[src/rtl/wb_mem_responder.sv]
// wb_mem_responder: word-addressed program/data RAM behind a valid/ready
// request/response handshake, one transaction outstanding at a time.
//
// Handshake: a request transfers on a rising edge where req_valid && req_ready;
// a response transfers on a rising edge where rsp_valid && rsp_ready. Outputs
// are held stable while valid is high and the partner has not yet taken them.
module wb_mem_responder #(
    parameter int ADDR_W     = 8,
    parameter int DATA_W     = 16,
    parameter int DEPTH      = 256,
    parameter int RD_LATENCY = 1
) (
    input  logic              clk,
    input  logic              rst,
    input  logic              req_valid,
    output logic              req_ready,
    input  logic              req_we,
    input  logic [ADDR_W-1:0] req_addr,
    input  logic [DATA_W-1:0] req_wdata,
    output logic              rsp_valid,
    input  logic              rsp_ready,
    output logic [DATA_W-1:0] rsp_rdata,
    output logic              rsp_err,
    output logic              busy
);

    if (RD_LATENCY < 1 || RD_LATENCY > 4) begin : g_bad_latency
        $error("wb_mem_responder: RD_LATENCY must be in 1..4");
    end

    localparam int              IDX_W     = (DEPTH > 1) ? $clog2(DEPTH) : 1;
    localparam logic [ADDR_W:0] DEPTH_LIM = (ADDR_W + 1)'(DEPTH);
    // WAIT holds RD_LATENCY-1 cycles; counter runs down to zero before RESP.
    localparam logic [1:0]      CNT_INIT  = 2'((RD_LATENCY > 1) ? RD_LATENCY - 2 : 0);

    typedef enum logic [1:0] {
        IDLE = 2'd0,
        WAIT = 2'd1,
        RESP = 2'd2
    } state_t;

    state_t              state;
    state_t              state_nx;
    logic [1:0]          cnt;
    logic [DATA_W-1:0]   data_q;
    logic                err_q;
    logic                accept;
    logic                in_range;
    logic [IDX_W-1:0]    idx;
    logic [DATA_W-1:0]   mem [DEPTH];

    assign in_range = ({1'b0, req_addr} < DEPTH_LIM);
    assign idx      = req_addr[IDX_W-1:0];

    // State register; reset abandons any transaction in flight.
    always_ff @(posedge clk) begin
        if (!rst) begin
            state <= IDLE;
        end else begin
            state <= state_nx;
        end
    end

    // Next-state and handshake outputs; req_ready is forced low during reset.
    always_comb begin
        state_nx  = state;
        req_ready = 1'b0;
        rsp_valid = 1'b0;
        busy      = 1'b0;
        accept    = 1'b0;
        case (state)
            IDLE: begin
                req_ready = rst;
                accept    = req_valid && rst;
                if (accept) begin
                    state_nx = (RD_LATENCY == 1) ? RESP : WAIT;
                end
            end
            WAIT: begin
                busy = 1'b1;
                if (cnt == 2'd0) begin
                    state_nx = RESP;
                end
            end
            RESP: begin
                busy      = 1'b1;
                rsp_valid = 1'b1;
                if (rsp_ready) begin
                    state_nx = IDLE;
                end
            end
            default: begin
                state_nx = IDLE;
            end
        endcase
    end

    // Response payload is captured at accept so it stays stable under backpressure.
    always_ff @(posedge clk) begin
        if (!rst) begin
            cnt    <= 2'd0;
            data_q <= '0;
            err_q  <= 1'b0;
        end else if (accept) begin
            cnt   <= CNT_INIT;
            err_q <= !in_range;
            if (!in_range) begin
                data_q <= '0;
            end else if (req_we) begin
                data_q <= req_wdata;
            end else begin
                data_q <= mem[idx];
            end
        end else if (state == WAIT && cnt != 2'd0) begin
            cnt <= cnt - 2'd1;
        end
    end

    // RAM write at the accept edge; contents survive reset on purpose.
    always_ff @(posedge clk) begin
        if (accept && req_we && in_range) begin
            mem[idx] <= req_wdata;
        end
    end

    assign rsp_rdata = rsp_valid ? data_q : '0;
    assign rsp_err   = rsp_valid ? err_q : 1'b0;

endmodule

[config.mk]
export PLATFORM = sky130hd
export DESIGN_NAME = wb_mem_responder
export DESIGN_NICKNAME = d
export VERILOG_FILES = /design/src/rtl/wb_mem_responder.sv
export SDC_FILE = /design/constraint.sdc
export NUM_CORES = 2
export LEC_CHECK = 0
export CORE_UTILIZATION = 60
export CTS_CLUSTER_DIAMETER = 150
export CTS_CLUSTER_SIZE = 10
export DETAILED_ROUTE_END_ITERATION = 8
export GPL_ROUTABILITY_DRIVEN = 0
export PLACE_DENSITY = 0.76
export SLEW_MARGIN = 10
export SYNTH_ARGS = -nofsm -noshare
export SYNTH_HDL_FRONTEND = slang
export SYNTH_SLANG_ARGS = --single-unit
[constraint.sdc]
create_clock -name clk -period 7 [get_ports clk]
set_input_delay 1.4 -clock clk [delete_from_list [all_inputs] [get_ports clk]]
set_output_delay 1.4 -clock clk [all_outputs]
set_load 0.05 [all_outputs]
==> impl_metrics.csv <==
group,metric,value,unit
drt,routed_via_density,7.211,
global_route,grt_max_degree,161,
global_route,grt-ovfl-total,0,
floorplanning,die-area,265300,sq um
timing,finalMaxSlewViolations,0,
pwr,cellLeakagePower,55.97,nW
global_route,grt_pass1_wl,616100,um
layout,drive_gt1_frac,0.2505,
logic_synthesis,syn-num-nets,7306,
critical_path,slowest_stage,"a211oi_1",
global_route,track_usage,0.3338,
pwr,ir_drop,230.8,uV
timing,fin_crit,5.018,ns
clock_tree,clk_path_buf_depth,4,
timing,hold_viol,0,
critical_path,cp_num_buf_inv,1,
critical_path,cpPeakStageDelay,1.13,ns
drt,firstDrtPassIters,6,
layout,area_growth,12.04,%
run,cap_violations,0,
global_route,grt_pass1_vias,81970,
critical_path,path_cells,"buf_2 -> nand2b_1 -> a211oi_1 -> o21ai_0 -> o2111a_1 -> or4_1 -> nand4_1",
timing,period_share,0.7168,
clock_tree,cts_sinks,4113,
logic_synthesis,synthCells,7277,
layout,final_cell_mix,"4096 x edfxtp_1, 931 x mux4_2, 463 x buf_4",
clock_tree,cts-root-buf,"clkbuf_16",
critical_path,path_delay_family,"compound AO/OA/AOI/OAI gates",
drt,post_drt_wl_per_cell,38.33,um
logic_synthesis,ys_ff_latch,4113,
hold_path,hold_path.class,"flop to flop",
floorplanning,std_cell_rows,188,
timing,finalSetupTns,0,ns
logic_synthesis,ys_types,64,
clock_tree,clk_latency,0.97,ns
drt,wirelength,438800,um
logic_synthesis,synth_area,158000,sq um
critical_path,cp-start-kind,"primary input",
critical_path,setup.worst_path.start,"req_addr[5]",
floorplanning,coreArea,262000,sq um
clock_tree,cts_buffers,454,
logic_synthesis,synth_ff_type,"edfxtp_1",
clock_tree,postCtsHoldBufs,0,
logic_synthesis,syn_avg_cell_area,21.71,sq um
critical_path,crit_path_end_kind,"flop",
timing,worst_slew_pin_slew,1.400,ns
clock_tree,cts_resized,0,
hold_path,hp-start,"data_q[2]",
pwr,powerDensity,283.3,nW/um^2
clock_tree,clk_pin_slew_worst_paths,0.05,ns
timing,rsz0062_at_grt,"no",
floorplanning,dieWidth,515.1,um
logic_synthesis,ys_seq_area_frac,0.7808,
placement,io_buffers,47,
critical_path,rr_startpoint,"state[1]",
placement,dp_slack,1.438,ns
drt,initialDrtViolationCount,14350,
clock_tree,cts_tree,"yes",
critical_path,crit_arrival,5.87,ns
critical_path,cp_max_fo,24,
timing,whs,0.5158,ns
timing,skew,0.1059,ns
layout,n_fill_cell,15600,
drt,final_antenna_net_count,0,
layout,final_nets,7866,
logic_synthesis,synth-edff-count,4096,
drt,drc,0,
timing,fmax,199.3,MHz
floorplanning,initial_core_util,0.6028,
critical_path,path_class,"primary input to flop",
layout,utilization,0.6754,
floorplanning,ios,49,
layout,layout.cells.most_common,"edfxtp_1",
drt,vias,82550,
timing,maxSlewHeadroom,0.05653,
logic_synthesis,ys_warn_count,0,
placement,dp_hpwl,259400,um
timing,setup_viol,0,
clock_tree,ctsHtreeMaxLevel,5,
outcome,status,"completed",
global_route,antenna_found_initial,30,
logic_synthesis,synthArstFlopShare,0,
critical_path,critPathRequiredTime,7.85,ns
floorplanning,die_h,515.1,um
clock_tree,postCtsSetupBuffers,0,
timing,layout_setup_ws,1.982,ns
==> metal layers <==
metal	global-route usage	vias up	wire (um)
li1	-	31490	-
met1	0.4506	42560	147000
met2	0.4957	7250	200900
met3	0.1007	1215	63670
met4	0.1770	32	27010
met5	0	-	227
==> state kept, by name, indices dropped and copies added, names as in the netlist <==
register and count:
data_q 16, mem 4096, state 1
==> area by class of cell <==
class | count | area (sq um) | share of cell area
timing repair buffer | 543 | 4692 | 0.02651
multi-input combinational | 2718 | 32440 | 0.1833
clock inverter | 20 | 331.6 | 0.001874
clock buffer | 514 | 11690 | 0.06607
antenna | 18 | 45.04 | 0.0002545
sequential | 4113 | 123300 | 0.6969
tap | 3515 | 4398 | 0.02485
inverter | 7 | 38.79 | 0.0002192
==> final timing paths <==
check / slack (ns) / depth (start not counted) / endpoint
setup reg to reg: 2.76 / 7 / mem[27][14]
hold / removal: 0.52 / 2 / data_q[2]
hold reg to reg: 0.52 / 2 / data_q[2]
setup / recovery: 1.98 / 7 / data_q[7]
==> power by group <==
group	switching (W)	total [W]	internal, W	leakage (nW)
Sequential	0.0000276	0.0271	0.0271	36.9
Combinational	0.00175	0.00255	0.000795	13.2
Clock	0.00880	0.0205	0.0117	5.87
Total	0.0106	0.0501	0.0396	56.0
==> cell families (layout without fill, tap and decap cells) <==
logic type | after synthesis | in the layout | share of synthesized area
compound gates | 593 | 593 | 0.02738
buf+inv | 446 | 1084 | 0.01462
flops | 4113 | 4113 | 0.7808
mux | 1246 | 1246 | 0.1530
other cells | 1 | 19 | 0.00002374
simple gates | 878 | 878 | 0.02411
==> cell usage after synthesis, drive strengths merged (48+ instances only) <==
cell    number  area (sq um)
mux4       934         21050
buf        247          1563
nand3       80         400.4
a221oi      48         420.4
mux2i      308          3083
a22oi      100         750.7
nand2      318          1194
edfxtp    4096        123000
o22ai      108         675.7
a21oi       56         280.3
clkbuf     192         720.7
a211oi      48         360.4
nor2       305          1145
==> worst reg2reg max path, cell delays in order (launching register included) <==
cell,delay [ns]
dfxtp_1,0.48
and3b_1,0.31
buf_4,0.29
nand2_1,0.32
nor3_1,0.60
nand2_2,0.75
nor2_1,0.82
buf_4,0.34
==> metrics by stage <==
step	total power (W)	cell area (sq um)	std cells
3_3_place_gp	0.03007	164900	10890
2_1_floorplan	0.02888	158000	7277
4_1_cts	0.05017	176900	11430
5_1_grt	0.05115	176900	11430
3_5_place_dp	0.03012	164900	10900
6_report	0.05015	177000	11450
No activity file was read; power rests on OpenSTA's default activity.
